## src/rtl/sloth_pkg.sv

```systemverilog
// Shared constants for the direction-bus receiver: channel geometry, piece and
// mode codes, channel indices and the receiver FSM encoding.
package sloth_pkg;

  localparam int NCH = 16;
  localparam int CHW = 5;

  // Piece codes; numeric order is also value order (lower = less valuable)
  localparam logic [2:0] PC_EMPTY  = 3'd0;
  localparam logic [2:0] PC_PAWN   = 3'd1;
  localparam logic [2:0] PC_KNIGHT = 3'd2;
  localparam logic [2:0] PC_BISHOP = 3'd3;
  localparam logic [2:0] PC_ROOK   = 3'd4;
  localparam logic [2:0] PC_QUEEN  = 3'd5;
  localparam logic [2:0] PC_KING   = 3'd6;

  localparam logic [1:0] MODE_INIT    = 2'b00;
  localparam logic [1:0] MODE_QUIET   = 2'b01;
  localparam logic [1:0] MODE_CAPTURE = 2'b10;
  localparam logic [1:0] MODE_PROMOTE = 2'b11;

  // Channel indices: direction points from the target square to the source
  localparam logic [3:0] CH_U   = 4'd0;
  localparam logic [3:0] CH_D   = 4'd1;
  localparam logic [3:0] CH_L   = 4'd2;
  localparam logic [3:0] CH_R   = 4'd3;
  localparam logic [3:0] CH_UL  = 4'd4;
  localparam logic [3:0] CH_UR  = 4'd5;
  localparam logic [3:0] CH_DL  = 4'd6;
  localparam logic [3:0] CH_DR  = 4'd7;
  localparam logic [3:0] CH_UUL = 4'd8;
  localparam logic [3:0] CH_UUR = 4'd9;
  localparam logic [3:0] CH_LLU = 4'd10;
  localparam logic [3:0] CH_RRU = 4'd11;
  localparam logic [3:0] CH_DDL = 4'd12;
  localparam logic [3:0] CH_DDR = 4'd13;
  localparam logic [3:0] CH_LLD = 4'd14;
  localparam logic [3:0] CH_RRD = 4'd15;

  typedef enum logic [1:0] {
    ST_IDLE = 2'd0,
    ST_SCAN = 2'd1,
    ST_DONE = 2'd2
  } state_e;

endpackage

```

## src/rtl/direction_receiver_chan_filter.sv

```systemverilog
// Combinational accept decision for one direction channel: hit bit, colour
// match, piece geometry for the channel and the pawn/non-pawn rules of the mode.
module chan_filter
  import sloth_pkg::*;
(
  input  logic [CHW-1:0] chan_i,
  input  logic [3:0]     idx_i,
  input  logic [1:0]     mode_i,
  input  logic           color_i,
  output logic           accept_o
);

  logic       hit;
  logic       col;
  logic [2:0] pc;
  logic       is_orth;
  logic       is_diag;
  logic       is_jump;
  logic       is_push;
  logic       is_cap;
  logic       slide_ok;
  logic       pawn_ok;
  logic       other_ok;

  assign hit = chan_i[4];
  assign col = chan_i[3];
  assign pc  = chan_i[2:0];

  assign is_orth = (idx_i[3:2] == 2'b00);
  assign is_diag = (idx_i[3:2] == 2'b01);
  assign is_jump = idx_i[3];

  // White pawns arrive from below the target, black pawns from above
  assign is_push = color_i ? (idx_i == CH_U) : (idx_i == CH_D);
  assign is_cap  = color_i ? ((idx_i == CH_UL) || (idx_i == CH_UR))
                           : ((idx_i == CH_DL) || (idx_i == CH_DR));

  // Geometry check for non-pawn pieces
  always_comb begin
    slide_ok = 1'b0;
    case (pc)
      PC_KNIGHT: slide_ok = is_jump;
      PC_BISHOP: slide_ok = is_diag;
      PC_ROOK:   slide_ok = is_orth;
      PC_QUEEN:  slide_ok = is_orth | is_diag;
      PC_KING:   slide_ok = is_orth | is_diag;
      default:   slide_ok = 1'b0;
    endcase
  end

  assign pawn_ok  = (pc == PC_PAWN) &&
                    ((is_push && ((mode_i == MODE_QUIET)   || (mode_i == MODE_PROMOTE))) ||
                     (is_cap  && ((mode_i == MODE_CAPTURE) || (mode_i == MODE_PROMOTE))));
  assign other_ok = slide_ok && ((mode_i == MODE_QUIET) || (mode_i == MODE_CAPTURE));

  assign accept_o = hit && (col == color_i) && (pawn_ok || other_ok);

endmodule

```

## src/rtl/direction_receiver.sv

```systemverilog
// Receiver end of the 16-channel direction bus. Latches one job, walks the
// channels one per cycle, emits a move record per accepted channel over
// valid/ready and tracks the count and the least-valuable accepted attacker.
//
// Handshake: mv_valid is raised only while the current channel is accepted and
// unmasked; once high it and all mv_* fields stay constant until the cycle in
// which mv_ready is also high, and the record is consumed on that clock edge.
module direction_receiver
  import sloth_pkg::*;
(
  input  logic                 clk,
  input  logic                 rst_n,
  input  logic                 start,
  input  logic [1:0]           mode,
  input  logic                 engine_color,
  input  logic                 mask,
  input  logic [5:0]           pos_reg,
  input  logic [NCH*CHW-1:0]   dir_in,
  output logic                 mv_valid,
  input  logic                 mv_ready,
  output logic [5:0]           mv_to,
  output logic [3:0]           mv_dir,
  output logic [2:0]           mv_piece,
  output logic [1:0]           mv_mode,
  output logic                 busy,
  output logic                 done,
  output logic [4:0]           hit_count,
  output logic                 best_vld,
  output logic [3:0]           best_dir,
  output logic [2:0]           best_piece,
  output logic [1:0]           dbg_state
);

  state_e             state_q, state_d;
  logic [3:0]         idx_q, idx_d;
  logic [NCH*CHW-1:0] dir_q, dir_d;
  logic [5:0]         pos_q, pos_d;
  logic [1:0]         mode_q, mode_d;
  logic               color_q, color_d;
  logic               mask_q, mask_d;
  logic [4:0]         count_q, count_d;
  logic               best_vld_q, best_vld_d;
  logic [3:0]         best_dir_q, best_dir_d;
  logic [2:0]         best_piece_q, best_piece_d;

  logic [CHW-1:0]     chans [NCH];
  logic [CHW-1:0]     cur_chan;
  logic [2:0]         cur_piece;
  logic               accept;
  logic               take;
  logic               advance;

  // Split the latched bus into per-channel fields
  always_comb begin
    for (int i = 0; i < NCH; i++) begin
      chans[i] = dir_q[i*CHW +: CHW];
    end
  end

  assign cur_chan  = chans[idx_q];
  assign cur_piece = cur_chan[2:0];

  chan_filter u_filter (
    .chan_i   (cur_chan),
    .idx_i    (idx_q),
    .mode_i   (mode_q),
    .color_i  (color_q),
    .accept_o (accept)
  );

  // Next-state: job latch, channel walk, count and best-attacker tracking
  always_comb begin
    state_d      = state_q;
    idx_d        = idx_q;
    dir_d        = dir_q;
    pos_d        = pos_q;
    mode_d       = mode_q;
    color_d      = color_q;
    mask_d       = mask_q;
    count_d      = count_q;
    best_vld_d   = best_vld_q;
    best_dir_d   = best_dir_q;
    best_piece_d = best_piece_q;
    take         = 1'b0;
    advance      = 1'b0;

    case (state_q)
      ST_IDLE: begin
        if (start) begin
          dir_d        = dir_in;
          pos_d        = pos_reg;
          mode_d       = mode;
          color_d      = engine_color;
          mask_d       = mask;
          idx_d        = 4'd0;
          count_d      = 5'd0;
          best_vld_d   = 1'b0;
          best_dir_d   = 4'd0;
          best_piece_d = 3'd0;
          // INIT accepts nothing, so skip the walk entirely
          state_d      = (mode == MODE_INIT) ? ST_DONE : ST_SCAN;
        end
      end
      ST_SCAN: begin
        // Rejected and masked channels never wait; a record waits for ready
        advance = !accept || mask_q || mv_ready;
        take    = accept && (mask_q || mv_ready);
        if (take) begin
          count_d = count_q + 5'd1;
          if (!best_vld_q || (cur_piece < best_piece_q)) begin
            best_vld_d   = 1'b1;
            best_dir_d   = idx_q;
            best_piece_d = cur_piece;
          end
        end
        if (advance) begin
          idx_d = idx_q + 4'd1;
          if (idx_q == 4'd15) begin
            state_d = ST_DONE;
          end
        end
      end
      ST_DONE: begin
        state_d = ST_IDLE;
      end
      default: begin
        state_d = ST_IDLE;
      end
    endcase
  end

  // State and latched-job registers
  always_ff @(posedge clk or negedge rst_n) begin
    if (!rst_n) begin
      state_q      <= ST_IDLE;
      idx_q        <= 4'd0;
      dir_q        <= '0;
      pos_q        <= 6'd0;
      mode_q       <= 2'd0;
      color_q      <= 1'b0;
      mask_q       <= 1'b0;
      count_q      <= 5'd0;
      best_vld_q   <= 1'b0;
      best_dir_q   <= 4'd0;
      best_piece_q <= 3'd0;
    end else begin
      state_q      <= state_d;
      idx_q        <= idx_d;
      dir_q        <= dir_d;
      pos_q        <= pos_d;
      mode_q       <= mode_d;
      color_q      <= color_d;
      mask_q       <= mask_d;
      count_q      <= count_d;
      best_vld_q   <= best_vld_d;
      best_dir_q   <= best_dir_d;
      best_piece_q <= best_piece_d;
    end
  end

  assign mv_valid   = (state_q == ST_SCAN) && accept && !mask_q;
  assign mv_to      = pos_q;
  assign mv_dir     = idx_q;
  assign mv_piece   = cur_piece;
  assign mv_mode    = mode_q;
  assign busy       = (state_q != ST_IDLE);
  assign done       = (state_q == ST_DONE);
  assign hit_count  = count_q;
  assign best_vld   = best_vld_q;
  assign best_dir   = best_dir_q;
  assign best_piece = best_piece_q;
  assign dbg_state  = state_q;

endmodule
```

## config.mk

```make
export PLATFORM = sky130hd
export DESIGN_NAME = direction_receiver
export DESIGN_NICKNAME = d
export VERILOG_FILES = /design/src/rtl/sloth_pkg.sv /design/src/rtl/direction_receiver_chan_filter.sv /design/src/rtl/direction_receiver.sv
export SDC_FILE = /design/constraint.sdc
export NUM_CORES = 1
export LEC_CHECK = 0
export BUFFER_PORTS_ARGS = -buffer_cell sky130_fd_sc_hd__buf_2
export CAP_MARGIN = 5
export CORE_MARGIN = 2
export CORE_UTILIZATION = 30
export DETAILED_ROUTE_END_ITERATION = 7
export GPL_TIMING_DRIVEN = 0
export PLACE_DENSITY = 0.55
export SYNTH_ARGS = -nofsm -noshare
export SYNTH_HDL_FRONTEND = slang
export SYNTH_SLANG_ARGS = --single-unit
```

## constraint.sdc

```tcl
create_clock -name clk -period 3.2 [get_ports clk]
set_input_delay 0.64 -clock clk [delete_from_list [all_inputs] [get_ports clk]]
set_output_delay 0.64 -clock clk [all_outputs]
set_load 0.005 [all_outputs]
```

==> out/qor.csv <==
metric;value;unit
relSlewSlack;0.5657;
synthArstFlopShare;1.000;
dieArea;18900;um2
setup_slack;-0.2465;ns
cp-end-kind;primary output;
cts.sinks;109;
grt_pass1_vias;4512;
cap_violations;0;
dr.pass1.iters;4;
syn_avg_cell_area;9.234;um2
ys_ff_latch;109;
antenna_found_initial;0;
drc;0;
num_rows;48;
cp-start-kind;register;
yosysWarningCount;0;
grt_use_total;0.1817;
final_max_slew_viol_count;0;
finalHoldViolations;0;
htreeDepth;3;
drive_gt1_frac;0.2894;
coreArea;17360;um2
yosysSeqAreaShare;0.5102;
place_hpwl;11.54;mm
avgViaCountPerCell;4.671;
setup_violations;1;
die_w;137.5;um
cp_common_cell;mux4_2;
power.density;954.2;nW/um2
area_growth;29.00;%
hp-class;primary input to async pin;
design_area;6897;um2
critical_path_class;register to primary output;
grt_max_degree;91;
rsz0062_at_grt;true;
synth_edf_count;0;
ys_types;52;
period_minus_slack;3.447;ns
crit_path_cell_trace;buf_12 > buf_8 > mux4_2 > mux4_2 > xnor2_1 > nand2_1 > nor4b_4 > buf_2;
ios;127;
path_clk_slew;0.08;ns
syn_nets;683;
whs;0.1162;ns
die_h;137.5;um
fmax;290.1;MHz
port_buffers;126;
p_leak;0.003511;uW
worstPathMaxFanout;5;
clockBufferDepth;2;
cp_data_required_time;2.56;ns
wl_per_cell;16.68;um
start_util;0.3080;
num_vias;4489;
fin_skew;0.006909;ns
crit_arrival;2.81;ns
overflow;0;
cts-buffers-inserted;9;
drt_iter0_drc;262;
postSynthCellCount;579;
worst_pin_slew;0.6514;ns
place_area;6292;um2
finalCritPeriodShare;1.077;
cts_tree;yes;
slowest_delay;0.52;ns
violations;negative setup slack;
clock_latency;0.36;ns
root_buffer;clkbuf_16;
place_congestion;0.8035;
routed_wl;16.03;mm
synth_area;5346;um2
pre_cts_slack;-0.4192;ns
antennaDiodeCount;0;
vdd_ir_drop_max;0.3924;mV
grt_pass1_wl;25.27;mm
status;complete, but fails checks;
ant_nets;0;
synth_ff_type;dfrtp_1;
crit_path_top_delay_cell;mux4_2;
fin_nets;835;
==> sequential cells by signal, indices dropped and copies added, names as in the netlist <==
register	cells
best_dir	4
mv_mode	2
hit_count	5
best_piece	3
dir_q	80
best_vld	1
color_q	1
mv_dir	4
mv_to	6
dbg_state	2
mask_q	1
==> power by group <==
| group | switching [uW] | internal (uW) |
|---|---|---|
| registers | 346 | 1970 |
| logic | 1770 | 1320 |
| clock network | 552 | 617 |
| total | 2670 | 3910 |
==> what timing repair did <==
action                                  CTS  global route
gates resized for setup                  35            12
pin swaps                                12             5
hold buffers                              0             0
setup buffers                            14             0
endpoints found under the setup margin   13            12
==> through the flow <==
stage / power, uW / cells / utilization / setup TNS (ns)
after global routing: 7095 / 961 / 0.3973 / -0.3753
final: 6581 / 961 / 0.3973 / -0.2465
after CTS: 6564 / 961 / 0.3942 / -0.2726
after floorplan: 4106 / 579 / - / 0
after detailed placement: 5070 / 931 / 0.3625 / -3.072
after global placement: 5030 / 930 / 0.3606 / -2.888
==> cell usage in the layout, fill, tap and decap left out, drive strengths merged, types with 2 or more instances in the layout <==
cell type and count:
and3 2, a31oi 2, o22ai 3, mux4 17, buf 153, mux2 2, nor3 4, xnor2 2
a22oi 4, a221o 3, nor2b 4, a21oi 7, nor2 18, ha 10, or3 2, o21ai 7
clkinv 2, clkbuf 31, inv 15, nand2 289, nand3 2, or2 2, nand4 2, and2 4
nor3b 2, dfrtp 109, mux2i 20
==> kinds of logic after synthesis <==
kind of cell / synth area share
flops: 0.5102
mux: 0.1177
fa+ha+maj: 0.02340
simple gates: 0.2523
buf+inv: 0.03815
xor+xnor: 0.003277
compound gates: 0.05500
==> per-layer routing <==
| layer | global-route usage | routed length [um] |
|---|---|---|
| met4 | 0.07216 | 344 |
| met5 | 0 | 0 |
| met2 | 0.2794 | 7378 |
| met3 | 0.02281 | 781 |
| met1 | 0.2605 | 7528 |
==> Yosys cell counts, types with 6 or more instances <==
cell type    n  share of area
mux4_2      16          0.067
mux2i_1     19          0.036
ha_1        10          0.023
a21oi_1      7         0.0066
inv_1       13         0.0091
dfrtp_1    109           0.51
nor2_1      18          0.013
clkbuf_1    21          0.015
o21ai_0      6         0.0056
nand2_1    289           0.20
==> cell type report <==
class / count / area [um2]
clock buffers: 10 / 229.0
multi-input cells: 424 / 2539
clock inverters: 6 / 71.32
well taps: 225 / 281.5
flip-flops and latches: 109 / 2730
plain buffers: 33 / 187.7
repair buffers: 141 / 797.0
inverters: 13 / 61.31
fillers: 1779 / 10460
==> critical path: cells and delay by family (launching register included) <==
family | cells | cell delay, ns
XOR/XNOR | 1 | 0.16
buffers and inverters | 3 | 0.41
flip-flops | 1 | 0.41
AND/OR/NAND/NOR | 2 | 0.45
multiplexers | 2 | 1.02
==> path summary, 6_finish.rpt <==
path	from	slack, ns	end	cells past startpoint
max in group asynchronous	rst_n	2.36	mv_dir[0]	2
hold / removal	rst_n	0.12	dir_q[65]	1
setup / recovery	mv_dir[1]	-0.25	mv_valid	8
min in group clk	dir_in[36]	0.46	dir_q[36]	3
setup reg to reg	mv_dir[1]	0.11	best_piece[0]	11
hold reg to reg	mv_to[1]	0.47	mv_to[1]	2
(Power assumes the default switching activity.)
